`src/rtl/tri_wave_pkg.sv`:
```
// -----------------------------------------------------------------------------
// tri_wave_pkg
// Shared types for the triangular-wave monitor:
//   state_t       - tracking FSM states
//   step_t        - classification of one sample-to-sample step
//   DEFAULT_W     - default sample width
//   classify_step - maps a signed step to step_t
// -----------------------------------------------------------------------------
package tri_wave_pkg;

    localparam int unsigned DEFAULT_W = 8;

    typedef enum logic [1:0] {
        IDLE,
        ACQUIRE,
        TRACK_UP,
        TRACK_DOWN
    } state_t;

    typedef enum logic [1:0] {
        STEP_UP,
        STEP_DOWN,
        STEP_HOLD,
        STEP_BAD
    } step_t;

    function automatic step_t classify_step(input int delta);
        if (delta == 1)       return STEP_UP;
        else if (delta == -1) return STEP_DOWN;
        else if (delta == 0)  return STEP_HOLD;
        else                  return STEP_BAD;
    endfunction

endpackage

```
`src/rtl/tri_period_meter.sv`:
```
// -----------------------------------------------------------------------------
// tri_period_meter
// Counts valid tracking samples between trough events and publishes the
// trough-to-trough distance as the period.
// Optional build macro: TRI_MON_PERIOD_CHECK_EN (compare each period with the
// previous one and flag differences).
// Ports:
//   clk, reset    - clock, asynchronous active-high reset
//   tick          - valid sample while tracking (counts toward the period)
//   trough        - this sample is a trough event
//   restart       - step error: drop count, trough history and reference
//   done          - combinational: a period is measured on this sample
//   bad           - combinational: that period differs from the reference
//   period        - last measured period (registered)
//   period_valid  - one-cycle pulse, period updated
//   err_period    - one-cycle pulse, period mismatch
// -----------------------------------------------------------------------------
module tri_period_meter #(
    parameter int unsigned PW = 10
) (
    input  logic          clk,
    input  logic          reset,
    input  logic          tick,
    input  logic          trough,
    input  logic          restart,
    output logic          done,
    output logic          bad,
    output logic [PW-1:0] period,
    output logic          period_valid,
    output logic          err_period
);

    logic [PW-1:0] count;
    logic [PW-1:0] count_inc;
    logic          trough_seen;

    // The trough sample itself is part of the period it closes.
    assign count_inc = (count == '1) ? count : count + PW'(1);
    assign done      = tick && trough && trough_seen && !restart;

`ifdef TRI_MON_PERIOD_CHECK_EN
    logic [PW-1:0] ref_period;
    logic          ref_valid;

    assign bad = done && ref_valid && (count_inc != ref_period);

    always_ff @(posedge clk or posedge reset) begin
        if (reset) begin
            ref_period <= '0;
            ref_valid  <= 1'b0;
        end else if (restart) begin
            ref_valid  <= 1'b0;
        end else if (done) begin
            ref_period <= count_inc;
            ref_valid  <= 1'b1;
        end
    end
`else
    assign bad = 1'b0;
`endif

    always_ff @(posedge clk or posedge reset) begin
        if (reset) begin
            count        <= '0;
            trough_seen  <= 1'b0;
            period       <= '0;
            period_valid <= 1'b0;
            err_period   <= 1'b0;
        end else begin
            period_valid <= done;
            err_period   <= bad;
            if (restart) begin
                count       <= '0;
                trough_seen <= 1'b0;
            end else if (tick) begin
                if (trough) begin
                    count       <= '0;
                    trough_seen <= 1'b1;
                    if (done) period <= count_inc;
                end else begin
                    count <= count_inc;
                end
            end
        end
    end

endmodule

```
`src/rtl/triangle_wave_monitor.sv`:
```
// -----------------------------------------------------------------------------
// triangle_wave_monitor
// Checks a triangular sample stream (+1 rising, -1 falling, one repeated sample
// at each turnaround), captures peak/trough, measures the period and reports
// contract violations.
// Optional build macro: TRI_MON_PERIOD_CHECK_EN (period-to-period compare).
// Ports:
//   clk, reset     - clock, asynchronous active-high reset
//   sample_in      - incoming W-bit sample
//   sample_valid   - sample_in valid this cycle (gaps allowed)
//   direction      - 1 rising, 0 falling
//   locked         - LOCK_PERIODS consecutive clean periods seen
//   peak_value     - last captured peak
//   trough_value   - last captured trough
//   period         - last measured period in valid samples (W+2 bits)
//   period_valid   - one-cycle pulse, period updated
//   err_step       - one-cycle pulse, illegal step
//   err_period     - one-cycle pulse, period mismatch (0 without the macro)
//   err_count      - saturating count of err_step + err_period events
// -----------------------------------------------------------------------------
module triangle_wave_monitor
    import tri_wave_pkg::*;
#(
    parameter int unsigned W            = DEFAULT_W,
    parameter int unsigned LOCK_PERIODS = 2,
    parameter int unsigned ERR_CNT_W    = 8
) (
    input  logic                 clk,
    input  logic                 reset,
    input  logic [W-1:0]         sample_in,
    input  logic                 sample_valid,
    output logic                 direction,
    output logic                 locked,
    output logic [W-1:0]         peak_value,
    output logic [W-1:0]         trough_value,
    output logic [W+1:0]         period,
    output logic                 period_valid,
    output logic                 err_step,
    output logic                 err_period,
    output logic [ERR_CNT_W-1:0] err_count
);

    localparam int unsigned PW          = W + 2;
    localparam int unsigned LW          = $clog2(LOCK_PERIODS + 1);
    localparam logic [LW-1:0] LOCK_TARGET = LW'(LOCK_PERIODS);

    state_t            state;
    logic [W-1:0]      prev;
    logic              turn;
    logic [LW-1:0]     lock_cnt;
    logic [LW-1:0]     lock_inc;

    logic signed [W:0] delta;
    step_t             step;
    logic              tick;
    logic              peak_evt;
    logic              trough_evt;
    logic              step_bad;
    logic              period_done;
    logic              period_bad;
    logic [ERR_CNT_W:0] err_sum;

    // No wraparound: 255 -> 0 is a step of -255, not +1.
    assign delta = $signed({1'b0, sample_in}) - $signed({1'b0, prev});
    assign step  = classify_step(int'(delta));

    always_comb begin
        tick       = 1'b0;
        peak_evt   = 1'b0;
        trough_evt = 1'b0;
        step_bad   = 1'b0;
        if (sample_valid) begin
            case (state)
                TRACK_UP: begin
                    tick = 1'b1;
                    if (step == STEP_HOLD && !turn) peak_evt = 1'b1;
                    else if (step != STEP_UP)       step_bad = 1'b1;
                end
                TRACK_DOWN: begin
                    tick = 1'b1;
                    if (step == STEP_HOLD && !turn) trough_evt = 1'b1;
                    else if (step != STEP_DOWN)     step_bad   = 1'b1;
                end
                default: ;
            endcase
        end
    end

    assign lock_inc = (lock_cnt >= LOCK_TARGET) ? lock_cnt : lock_cnt + LW'(1);
    assign err_sum  = {1'b0, err_count}
                    + {{ERR_CNT_W{1'b0}}, step_bad}
                    + {{ERR_CNT_W{1'b0}}, period_bad};

    tri_period_meter #(
        .PW (PW)
    ) u_meter (
        .clk          (clk),
        .reset        (reset),
        .tick         (tick),
        .trough       (trough_evt),
        .restart      (step_bad),
        .done         (period_done),
        .bad          (period_bad),
        .period       (period),
        .period_valid (period_valid),
        .err_period   (err_period)
    );

    always_ff @(posedge clk or posedge reset) begin
        if (reset) begin
            state        <= IDLE;
            prev         <= '0;
            turn         <= 1'b0;
            lock_cnt     <= '0;
            direction    <= 1'b1;
            locked       <= 1'b0;
            peak_value   <= '0;
            trough_value <= '0;
            err_step     <= 1'b0;
            err_count    <= '0;
        end else begin
            err_step  <= step_bad;
            err_count <= err_sum[ERR_CNT_W] ? '1 : err_sum[ERR_CNT_W-1:0];

            if (step_bad || period_bad) begin
                lock_cnt <= '0;
                locked   <= 1'b0;
            end else if (period_done) begin
                lock_cnt <= lock_inc;
                locked   <= (lock_inc >= LOCK_TARGET);
            end

            if (sample_valid) begin
                prev <= sample_in;
                case (state)
                    IDLE: state <= ACQUIRE;
                    ACQUIRE: begin
                        if (step == STEP_UP) begin
                            state     <= TRACK_UP;
                            direction <= 1'b1;
                            turn      <= 1'b0;
                        end else if (step == STEP_DOWN) begin
                            state     <= TRACK_DOWN;
                            direction <= 1'b0;
                            turn      <= 1'b0;
                        end
                    end
                    TRACK_UP: begin
                        if (step_bad) begin
                            state <= ACQUIRE;
                            turn  <= 1'b0;
                        end else if (peak_evt) begin
                            peak_value <= sample_in;
                            direction  <= 1'b0;
                            turn       <= 1'b1;
                            state      <= TRACK_DOWN;
                        end else begin
                            turn <= 1'b0;
                        end
                    end
                    TRACK_DOWN: begin
                        if (step_bad) begin
                            state <= ACQUIRE;
                            turn  <= 1'b0;
                        end else if (trough_evt) begin
                            trough_value <= sample_in;
                            direction    <= 1'b1;
                            turn         <= 1'b1;
                            state        <= TRACK_UP;
                        end else begin
                            turn <= 1'b0;
                        end
                    end
                    default: state <= IDLE;
                endcase
            end
        end
    end

endmodule

```
`config.mk`:
```
export PLATFORM = sky130hd
export DESIGN_NAME = triangle_wave_monitor
export DESIGN_NICKNAME = d
export VERILOG_FILES = /design/src/rtl/tri_wave_pkg.sv /design/src/rtl/tri_period_meter.sv /design/src/rtl/triangle_wave_monitor.sv
export SDC_FILE = /design/constraint.sdc
export NUM_CORES = 1
export LEC_CHECK = 0
export ABC_AREA = 0
export BUFFER_PORTS_ARGS = -buffer_cell sky130_fd_sc_hd__buf_4
export CAP_MARGIN = 20
export CORE_UTILIZATION = 60
export CTS_CLUSTER_SIZE = 8
export DETAILED_ROUTE_END_ITERATION = 16
export PLACE_DENSITY = 0.81
export REMOVE_ABC_BUFFERS = 1
export SLEW_MARGIN = 30
export SYNTH_ARGS = -nofsm -noshare
export SYNTH_HDL_FRONTEND = slang
export SYNTH_SLANG_ARGS = --single-unit
```
`constraint.sdc`:
```
create_clock -name clk -period 7.55 [get_ports clk]
set_input_delay 0.3775 -clock clk [delete_from_list [all_inputs] [get_ports clk]]
set_output_delay 0.3775 -clock clk [all_outputs]
set_load 0.01 [all_outputs]
```
* Yosys cells after proc, flatten, opt, wreduce, memory -nomap -nowiden
Index checks and enable logic that the tools add are counted.
** Operators by class
- Order comparisons :: 2
- Muxes and demuxes :: 48
- Equality and inequality tests :: 16
- Reduce and logical (&&, ||, !) cells :: 22
- Add/subtract/negate cells :: 4
- Bitwise operators :: 1
** Operators with widths (count)
- $mux W10 :: 4
- $logic_not A32 Y1 :: 1
- $mux W1 :: 28
- $mux W2 :: 11
- $reduce_and A4 Y1 :: 4
- $add A10 B1 Y10 const B :: 1
- $eq A10 B10 Y1 const B :: 1
- $add A8 B1 Y9 :: 1
- $eq A9 B1 Y1 const B :: 1
- $eq A9 B2 Y1 const B :: 1
- $sub A8 B8 Y9 :: 1
- $mux W8 :: 1
- $pmux W2 S4 :: 1
- $reduce_bool A2 Y1 :: 4
- $reduce_and A7 Y1 :: 1
- $eq A2 B2 Y1 const B :: 3
- $ne A2 B2 Y1 const B :: 3
- $ne A3 B3 Y1 const B :: 2
- $pmux W1 S3 :: 2
- $eq A2 B1 Y1 const B :: 2
- $ge A2 B2 Y1 const B :: 2
- $logic_and A1 B1 Y1 :: 4
- $logic_not A2 Y1 :: 2
- $ne A2 B1 Y1 const B :: 2
- other kinds (9) :: 10
** Word-level totals
- Input bits :: 11
- Output and inout port bits :: 39
- Register bits :: 62

* Logic depth before layout (Yosys ltp)
Gate-level depths: netlist of run 1.
- Depth in word-level cells :: 15
- Depth in mapped cells :: 17
- Mapped depth without buffers :: 16

* Cells and area by module
A second synthesis of run 1 with hierarchy kept.
** Second synthesis, totals
- Cells, all modules :: 354
- Area total of the unflattened synthesis :: 3479.6 sq um
** Modules (own cells, without submodules)
- triangle_wave_monitor :: area each 2272.2 sq um, cells each 222, instances 1
- tri_period_meter :: area each 1207.4 sq um, cells each 132, instances 1

* Worst setup path after synthesis of run 1
OpenSTA, ideal clock, no wires.
- Path type :: input port to flip-flop
- Start :: input port sample_in[0]
- End :: register err_count[0]
- Slack :: 4.282 ns
- Buffers on the path :: 1
- Arrival time :: 3.197 ns
- Setup time :: 0.070 ns
- Stages :: 17
- Data required time :: 7.480 ns
- Cell sequence :: inv_1 ha_1 fa_1 nor2b_4 o31a_4 o22ai_4 mux2i_1 nor4_1 or3_1 clkbuf_1 inv_1 ha_1 ha_1 nand2_1 nor2_1 nand3_1 nand2b_1
** On the way
- Longest elaborated chain between the ends :: 12
** Ends and longest elaborated chain
- start, declared :: RTL line triangle_wave_monitor.sv:30 : input logic [W-1:0] sample_in,
- $sub A8 B8 Y9 (*) :: RTL line triangle_wave_monitor.sv:64 : assign delta = $signed({1'b0, sample_in}) - $signed({1'b0, prev});
- $logic_not A32 Y1 :: RTL line tri_wave_pkg.sv:30 : else if (delta == 0) return STEP_HOLD;
- $mux W1 :: RTL line tri_wave_pkg.sv:30
- $mux W2 :: RTL line tri_wave_pkg.sv:29 : else if (delta == -1) return STEP_DOWN;
- $mux W2 (*) :: RTL line tri_wave_pkg.sv:28 : if (delta == 1) return STEP_UP;
- $ne A2 B1 Y1, or another cell as far along :: RTL line triangle_wave_monitor.sv:82 : else if (step != STEP_DOWN) step_bad = 1'b1;
- $mux W1, or another cell as far along :: RTL line triangle_wave_monitor.sv:82
- $mux W1 (on tied branches) :: RTL line triangle_wave_monitor.sv:81, triangle_wave_monitor.sv:76
- $pmux W1 S2 (*) :: RTL line triangle_wave_monitor.sv:73 : case (state)
- $mux W1 (*) :: RTL line triangle_wave_monitor.sv:72 : if (sample_valid) begin
- via step_bad :: RTL line triangle_wave_monitor.sv:58 : logic step_bad;
- $add A8 B1 Y9 (*) :: RTL line triangle_wave_monitor.sv:91 : + {{ERR_CNT_W{1'b0}}, step_bad}
- $mux W8 (*) :: RTL line triangle_wave_monitor.sv:123 : err_count <= err_sum[ERR_CNT_W] ? '1 : err_sum[ERR_CNT_W-1:0];
- end signal, assigned :: RTL line triangle_wave_monitor.sv:123
- end, declared :: RTL line triangle_wave_monitor.sv:40 : output logic [ERR_CNT_W-1:0] err_count
The timed path passes the listed nets; every way through them passes the cells marked *.
A chain may end at the register's enable or synchronous reset.

* Worst setup path after layout of run 1
- Start :: register prev[0]
- End :: register err_count[1]
** On the way
- Longest elaborated chain between the ends :: 12
** Ends and longest elaborated chain
- start, declared :: RTL line triangle_wave_monitor.sv:48 : logic [W-1:0] prev;
- start signal, assigned :: RTL line triangle_wave_monitor.sv:134 : prev <= sample_in;
- $sub A8 B8 Y9 (*) :: RTL line triangle_wave_monitor.sv:64
- $logic_not A32 Y1 :: RTL line tri_wave_pkg.sv:30
- $mux W1 :: RTL line tri_wave_pkg.sv:30
- $mux W2 :: RTL line tri_wave_pkg.sv:29
- $mux W2 (*) :: RTL line tri_wave_pkg.sv:28
- $ne A2 B1 Y1, or another cell as far along :: RTL line triangle_wave_monitor.sv:82
- $mux W1, or another cell as far along :: RTL line triangle_wave_monitor.sv:82
- $mux W1 (on tied branches) :: RTL line triangle_wave_monitor.sv:81, triangle_wave_monitor.sv:76
- $pmux W1 S2 (*) :: RTL line triangle_wave_monitor.sv:73
- $mux W1 (*) :: RTL line triangle_wave_monitor.sv:72
- via step_bad :: RTL line triangle_wave_monitor.sv:58
- $add A8 B1 Y9 (*) :: RTL line triangle_wave_monitor.sv:91
- $mux W8 (*) :: RTL line triangle_wave_monitor.sv:123
Marks and branches as above.

==> results of run 1 <==
-- cell usage in the layout (no fill, tap or decap), types with 3 or more instances in the layout --
cell       instances
and2_1             5
clkbuf_8          11
nand2b_1           6
o21a_1             3
ha_1              13
xor2_1             9
o21ai_2           10
nand4_1            4
mux2i_1            4
buf_4             49
nor3_1             7
or3_1              3
o21ai_0           17
dfrtp_1           60
inv_1             19
a21oi_1            7
a221o_1            3
and3_1             3
a21o_1             3
nand3_1           14
nor2_1            19
bufinv_16          3
o211ai_1           3
nand2_1           41
xnor2_1            4
mux2_2            16
a31oi_1            3
-- metal layers --
metal,track usage,up-vias
li1,-,1224
met1,0.2845,1294
met2,0.4533,69
met3,0.05688,10
met4,0.1214,0
met5,0,-
-- critical path, cell delays in order, from the launching register on --
cell and delay, ps:
dfrtp_1 400, ha_1 200, fa_1 430, nor2b_4 150, o31a_4 150, o22ai_4 70, mux2i_1 370, nor4_1 140
or3_1 480, inv_1 140, ha_1 190, ha_1 200, nand2_1 100, nor2_1 150, nand3_1 220, nand2b_1 140
-- where the power goes --
group | switching, uW | internal, uW | total, uW
sequential | 25.0 | 353 | 378
clock | 131 | 238 | 369
combinational | 110 | 82.5 | 193
-- state kept, by name, summed over array words and instances (netlist names) --
signal,cells
u_meter.trough_seen,1
peak_value,8
turn,1
err_count,8
u_meter.period,10
u_meter.count,10
trough_value,8
state,2
lock_cnt,1
locked,1
err_step,1
direction,1
prev,8
u_meter.period_valid,1
-- path summary, 6_finish.rpt --
path	start	endpoint	slack (ps)	depth (start not counted)
max in group asynchronous	reset	trough_value[0]	6800	3
hold reg to reg	u_meter.period[9]	u_meter.period[9]	480	2
min in group clk	sample_in[3]	prev[3]	280	3
hold / removal	reset	u_meter.count[5]	260	3
setup reg to reg	prev[0]	err_count[1]	3970	15
setup / recovery	prev[0]	err_count[1]	3970	15
-- kinds of logic after synthesis --
family,Yosys count,synth area share
XOR/XNOR,13,0.03489
buffers and inverters,32,0.04371
multiplexers,21,0.07208
flip-flops,61,0.4682
adder cells (fa/ha/maj),14,0.05598
other,1,0.001149
AO/OA/AOI/OAI,64,0.1446
AND/OR/NAND/NOR,117,0.1795
-- area by class of cell --
cell class / count / area (um2)
Inverter: 20 / 75.07
Clock buffer: 11 / 151.4
Sequential cell: 61 / 1528
Fill cell: 374 / 1262
Tap cell: 70 / 87.58
Clock inverter: 5 / 106.4
Multi-Input combinational cell: 230 / 1594
Timing Repair Buffer: 49 / 367.9
-- metrics by stage --
stage / std cells / hold slack [ps] / worst slack, ps
2_1_floorplan: 311 / 478.6 / 4163
3_3_place_gp: 430 / 463.5 / 3880
3_5_place_dp: 430 / 469.8 / 3819
4_1_cts: 446 / 272.9 / 3948
5_1_grt: 446 / 288.6 / 3668
6_report: 446 / 263.2 / 3967
==> out/metrics.cfg, run 1 <==
[outcome]
status = complete, no violations

[sta]
relSlewSlack = 0.4818
worst_pin_slew_ps = 772.7
finalHoldViolCount = 0
finalMaxSlewViolations = 0
setup_tns_ps = 0
finalCritPeriodShare = 0.4746
setup_viol = 0
timing.fmax_ghz = 0.2791
rsz0062_at_grt = no
fin_crit_ps = 3583
fin_skew_ps = 9.846

[placement]
port_buffers = 48
dp_hpwl_um = 4472
globalplace.congestion = 0.8951
place_area_um2 = 3651

[job]
drv_cap = 0

[critical_path]
critPathMaxFanout = 6
critPathRequiredTime_ps = 7810
worst_ep_arrival_time_ps = 3850
startpoint_type = flop
critPathCaptureType = flop
critical_path_class = flop to flop

[min_path]
hp-class = primary input to asynchronous set/reset pin

[synth]
synth_seq_area_share = 0.4682
yosys.cell_count.top_type = dfrtp_1
synthesis.area_um2 = 3263
synth.distinct_cells = 54
ys_ff_latch = 61
ys_top_cells_by_count = dfrtp_1 (60), nand2_1 (41), inv_1 (20), nor2_1 (19), o21ai_0 (17)
synth-async-reset-ratio = 1.000
synth_top_area_cell = dfrtp_1
syn_avg_cell_area_um2 = 10.10
synth_edf_count = 0
yosys-top-cells-area = dfrtp_1 (46%), mux2_2 (5.5%), ha_1 (5.0%)
ys.flop_type = dfrtp_1
synth_top_area_share = 0.4601
yosys_warnings = 0
synthCells = 323

[floorplanning]
die_x_um = 75.75
num_io_pins = 50
coreArea_um2 = 5172
rows = 26
floorplan.initialDensity = 0.6309
die_y_um = 75.75
die-area_um2 = 5737

[routing]
drt_pass1_iterations = 5
routed-via-count = 2597
drc = 0
ant_nets = 0
drtIter0Drc = 171
wl_met2_um = 3439
routed.top_layer = met4
vias_per_cell = 5.823
wl_met1_um = 2780
detail_route.wl_per_cell_um = 14.71
routed_wirelength_um = 6560
wl_met3_um = 257

[grt]
gr-total-overflow = 0
grt_usage = 0.2532
grt_pass1_wl_um = 10830
grt_max_degree = 62
grt_pass1_vias = 2542
antenna_found_initial = 0

[power]
power.leakage_uw = 0.001922
power_density_nw_per_um2 = 240.4
vdd_drop_max_uv = 144.2
power_uw = 939.8

[cts]
cts_tree = built
cts.sink_count = 61
post_cts_buffers = 0
insertion_delay_ps = 340
htree_levels = 3
clk_root_buffer_cell = clkbuf_8
cts_buffers = 9
ctsHoldBuffers = 0
post_cts_resized = 0
cts_buffer_depth = 2
clk_pin_slew_ps = 70

[layout]
drive_gt1_frac = 0.2739
area_growth_pct = 19.82
utilization = 0.7559
fin_area_um2 = 3910
antenna-diode-count = 0
fin_nets = 396

Power figures use the tool's default switching activity.
==> run 2, diff against run 1 <==
Settings changed: CORE_UTILIZATION 60 to 57, PLACE_DENSITY 0.81 to 0.77.
Clock period 7.55 ns to 3.4 ns, I/O delays scaled along.
==> out/metrics.cfg, run 2 (synthesized netlist as in run 1, its figures left out) <==
[outcome]
status = complete, no violations

[critical_path]
worst_ep_arrival_time_ps = 3520
critical_path_buf_inv_count = 2
startpoint_type = flop
cp_cell_sequence = inv_1 > ha_2 > a211o_1 > a21oi_1 > o21ai_0 > xor2_1 > nor4_2 > or3_1 > inv_1 > ha_1 > ha_2 > nand2_1 > nor2_2 > nand3_2 > nand2b_1
critPathMaxFanout = 7
cpMaxStageDelayCell = xor2_1
max_stage_delay_ps = 400
critPathRequiredTime_ps = 3680
cp_top_family = simple AND/OR/NAND/NOR gates
critPathCaptureType = flop
critical_path_class = flop to flop

[placement]
globalplace.congestion = 0.8856
place_inst = 437
dp_hpwl_um = 4647
dp_slack_ps = -3.823
port_buffers = 48

[routing]
drc = 0
routed_wirelength_um = 6562
drt_pass1_iterations = 4
drtIter0Drc = 129
ant_nets = 0
routed-via-count = 2576
vias_per_cell = 5.637
detail_route.wl_per_cell_um = 14.36

[power]
power_density_nw_per_um2 = 507.5
p_comb_frac = 0.226
swShare = 0.2895
vdd_drop_max_uv = 339.0
switching_power_uw = 587.6
seqPwrFrac = 0.415
internal_power_uw = 1442
power.leakage_uw = 0.001961
clkPwrFrac = 0.358

[floorplanning]
die-area_um2 = 6031
coreArea_um2 = 5507
die_x_um = 77.66
num_io_pins = 50
die_y_um = 77.66
rows = 27
floorplan.initialDensity = 0.5926

[sta]
fin_ws_ps = 158.4
timing.fmax_ghz = 0.3085
relSlewSlack = 0.4656
fin_crit_ps = 3242
fin_skew_ps = 8.822
hold_slack_ps = 70.85
setup_tns_ps = 0
finalCritPeriodShare = 0.9534
worst_pin_slew_ps = 796.8
finalHoldViolCount = 0
finalMaxSlewViolations = 0
setup_viol = 0

[layout]
drive_gt1_frac = 0.3065
finalNonFillerCells = 457
antenna-diode-count = 0
final_common_cell = dfrtp_1
reg_top3 = u_meter.count x10, u_meter.period x10
area_growth_pct = 22.58
fin_nets = 405
final_cell_mix = dfrtp_1 (60), buf_4 (57), nand2_1 (41)

[cts]
cts_tree = built
clk_pin_slew_ps = 60
insertion_delay_ps = 340
htree_levels = 3
clk_root_buffer_cell = clkbuf_8
cts_buffer_depth = 2
cts_buffers = 9
cts.sink_count = 61

[grt]
grt_max_degree = 36
grt_usage = 0.2375
grt_pass1_vias = 2467
antenna_found_initial = 0
gr-total-overflow = 0
grt_pass1_wl_um = 11050

[min_path]
hp-class = primary input to flop

[job]
drv_cap = 0

-- run 2: changes by cell type in the layout (fill, tap and decap cells not counted), sizes merged --
| cell | delta |
|---|---|
| buf | +8 |
| bufinv | -1 |
| clkbuf | +1 |
| clkinv | +1 |
| clkinvlp | -1 |
| dlygate4sd3 | +1 |
-- run 2: cell type report --
class	instances	area (um2)
inverters	20	75.07
well taps	72	90.09
repair buffers	58	437.9
fillers	421	1506
multi-input cells	230	1644
clock inverters	4	70.07
clock buffers	12	155.1
flip-flops and latches	61	1528
-- run 2: repair_timing --
action                                  4_1_cts  5_1_grt
endpoints found under the setup margin        6       13
hold endpoints to repair                     26        0
pin swaps                                     0        4
hold buffers                                  1        0
buffers inserted                              0        3
resized for setup                             1       10
-- run 2: worst paths after layout --
kind,startpoint,end,slack (ps),depth (start not counted)
worst max register to register,prev[4],err_count[1],160,15
min in group asynchronous,reset,err_count[6],440,3
worst max-delay path,prev[4],err_count[1],160,15
worst min register to register,u_meter.period[8],u_meter.period[8],480,2
worst min-delay path,sample_in[1],prev[1],70,3
max in group asynchronous,reset,direction,2070,4
-- run 2: power by group through the flow --
stage	clock (uW)	sequential, uW	combinational, uW
finish	727	843	460
floorplan	0	849	299
detailed placement	0	854	430
global route	772	851	512
CTS	739	842	437
global placement	0	849	419
-- run 2: through the flow --
step | instance area, um2 | util | total power [uW]
detailed placement | 3691 | 0.6703 | 1283
global route | 4000 | 0.7264 | 2134
global placement | 3691 | 0.6703 | 1268
CTS | 3930 | 0.7137 | 2018
floorplan | 3196 | - | 1148
finish | 4000 | 0.7264 | 2030
-- run 2: tightest hold or removal path: stages --
cell     delay [ps]
buf_4           100
nand2_1          40
o21ai_0          50
-- run 2: routing by layer --
metal / global-route usage / vias up / wire length (um)
met5: 0 / - / 0
met4: 0.1019 / 0 / 97
met3: 0.05529 / 10 / 280
met2: 0.4088 / 59 / 3282
met1: 0.2834 / 1256 / 2901
li1: - / 1251 / -
==> run 3, diff against run 2 <==
--- a/config.mk
+++ b/config.mk
@@ -10,4 +10,5 @@
 export CAP_MARGIN = 20
 export CORE_UTILIZATION = 57
+export CTS_CLUSTER_DIAMETER = 200
 export CTS_CLUSTER_SIZE = 8
 export DETAILED_ROUTE_END_ITERATION = 16
==> constraint.sdc (replaced) <==
create_clock -name clk -period 3.4 [get_ports clk]
set_input_delay 0 -clock clk [delete_from_list [all_inputs] [get_ports clk]]
set_output_delay 0 -clock clk [all_outputs]
set_load 0.01 [all_outputs]
==> out/metrics.cfg, run 3 (synthesized netlist as in run 1, its figures left out) <==
[layout]
utilization = 0.7357
fin_nets = 415
drive_gt1_frac = 0.2987
reg_top3 = u_meter.count x10, u_meter.period x10
multi_input_area_um2 = 1650
fillers = 417
ff_latch_area_um2 = 1528
final_cell_mix = dfrtp_1 (60), buf_4 (58), nand2_1 (41)
antenna-diode-count = 0
area_growth_pct = 24.16
final_common_cell = dfrtp_1

[routing]
routed-via-count = 2590
ant_nets = 0
drc = 0
routed_wirelength_um = 6480
detail_route.wl_per_cell_um = 13.88
drtIter0Drc = 163
vias_per_cell = 5.546
drt_pass1_iterations = 5

[floorplanning]
floorplan.initialDensity = 0.5926
die_y_um = 77.66
rows = 27
num_io_pins = 50
die_x_um = 77.66
coreArea_um2 = 5507
die-area_um2 = 6031

[sta]
worst_pin_slew_ps = 835.0
relSlewSlack = 0.4400
setup_tns_ps = 0
finalCritPeriodShare = 0.9668
finalMaxSlewViolations = 0
setup_viol = 0
fin_skew_ps = 8.125
hold_slack_ps = 15.19
fin_crit_ps = 3287
fin_ws_ps = 113.0
rsz0062_at_grt = yes
timing.fmax_ghz = 0.3042
finalHoldViolCount = 0

[cts]
clk_pin_slew_ps = 60
cts_buffer_depth = 2
insertion_delay_ps = 330
cts_buffers = 9
htree_levels = 3
clk_root_buffer_cell = clkbuf_8
cts.sink_count = 61
cts_tree = built

[grt]
grt_usage = 0.2302
use_met2 = 0.3832
grtUsageMet3 = 0.06353
antenna_found_initial = 0
grt_pass1_vias = 2402
gr-total-overflow = 0
top_usage_layer = met2
grt_max_degree = 36
grt_use_met1 = 0.2863
grt_pass1_wl_um = 10750

[critical_path]
critPathMaxFanout = 6
cpMaxStageDelayCell = dlygate4sd3_1
crit_start = sample_in[0]
rr_endpoint = u_meter.count[1]
startpoint_type = primary input
cp_top_family = simple AND/OR/NAND/NOR gates
critPathRequiredTime_ps = 3670
worst_ep_arrival_time_ps = 3550
cp_cell_sequence = dlygate4sd3_1 > buf_4 > inv_1 > ha_1 > fa_2 > nor2b_4 > o31a_4 > o22ai_4 > mux2i_2 > nor4_2 > or3_1 > inv_1 > ha_1 > ha_1 > nand2_1 > nor2_2 > nand3_2 > nand2_1
timing.rr.start = prev[0]
critPathCaptureType = flop
critical_path_buf_inv_count = 4
crit_top_cell = ha_1
worstRegToRegCells = 12
max_stage_delay_ps = 540
regToRegSetupSlack_ps = 140
critical_path_class = primary input to flop

[power]
vdd_drop_max_uv = 403.6
power.leakage_uw = 0.001981
power_density_nw_per_um2 = 458.5

[placement]
globalplace.congestion = 0.9170
dp_hpwl_um = 4634
dp_slack_ps = 78.36
port_buffers = 48

[min_path]
hp-class = primary input to flop
min_from = sample_valid
hold_path_depth = 2
whs_endpoint = prev[6]

[outcome]
status = complete, no violations

[job]
drv_cap = 0

-- run 3: cell count changes in the layout (fill, tap and decap cells not counted), sizes merged --
cell | previous run | this run
buf | 57 | 59
bufinv | 2 | 0
clkbuf | 12 | 14
dlygate4sd3 | 1 | 9
-- run 3: worst max-delay path by stage --
stage                                   end  slack (ps)  cells past startpoint
after CTS                      err_count[2]          40                     15
after floorplan           u_meter.period[2]          70                      9
after detailed placement       err_count[2]          80                     15
after global routing           err_count[2]         -30                     15
final                          err_count[2]         110                     18
after global placement         err_count[0]         240                     15
-- run 3: final cells by class --
type / count / share of cell area
clock buffers: 14 / 0.03768
clock inverters: 2 / 0.002471
inverters: 20 / 0.01853
multi-input cells: 230 / 0.4073
flip-flops and latches: 61 / 0.3771
well taps: 72 / 0.02224
repair buffers: 68 / 0.1347
-- run 3: layer usage --
metal | wire [um] | vias to the layer above
met5 | 0 | -
met4 | 140 | 0
met3 | 298 | 16
met2 | 3213 | 69
met1 | 2828 | 1242
li1 | - | 1263
-- run 3: power breakdown --
part           switching [uW]  total (uW)  internal, uW  leakage (uW)
clock network             265         548           283     0.0000844
registers                55.6         840           785      0.000790
logic                     256         469           213       0.00111
-- run 3: timing repair --
action / 4_1_cts / 5_1_grt
hold buffers: 9 / 0
setup endpoints to repair: 0 / 18
buffers inserted: 0 / 2
gates resized for setup: 0 / 11
endpoints found under the hold margin: 49 / 0
-- run 3: worst reg2reg max path, cell delays in order, from the launching register on --
cell and delay, ps:
dfrtp_1 400, ha_1 200, fa_2 390, nor2b_4 150, o31a_4 160, o22ai_4 80
mux2i_2 180, buf_4 150, buf_4 130, or4_1 620, o31ai_2 260, o21ai_1 170
a22o_1 260
-- run 3: through the flow --
step,total power [uW],cells,area (um2)
after global routing,1972,467,4051
after floorplan,1148,311,3196
final,1858,467,4051
after global placement,1274,440,3714
after detailed placement,1289,440,3714
after CTS,1854,465,3966
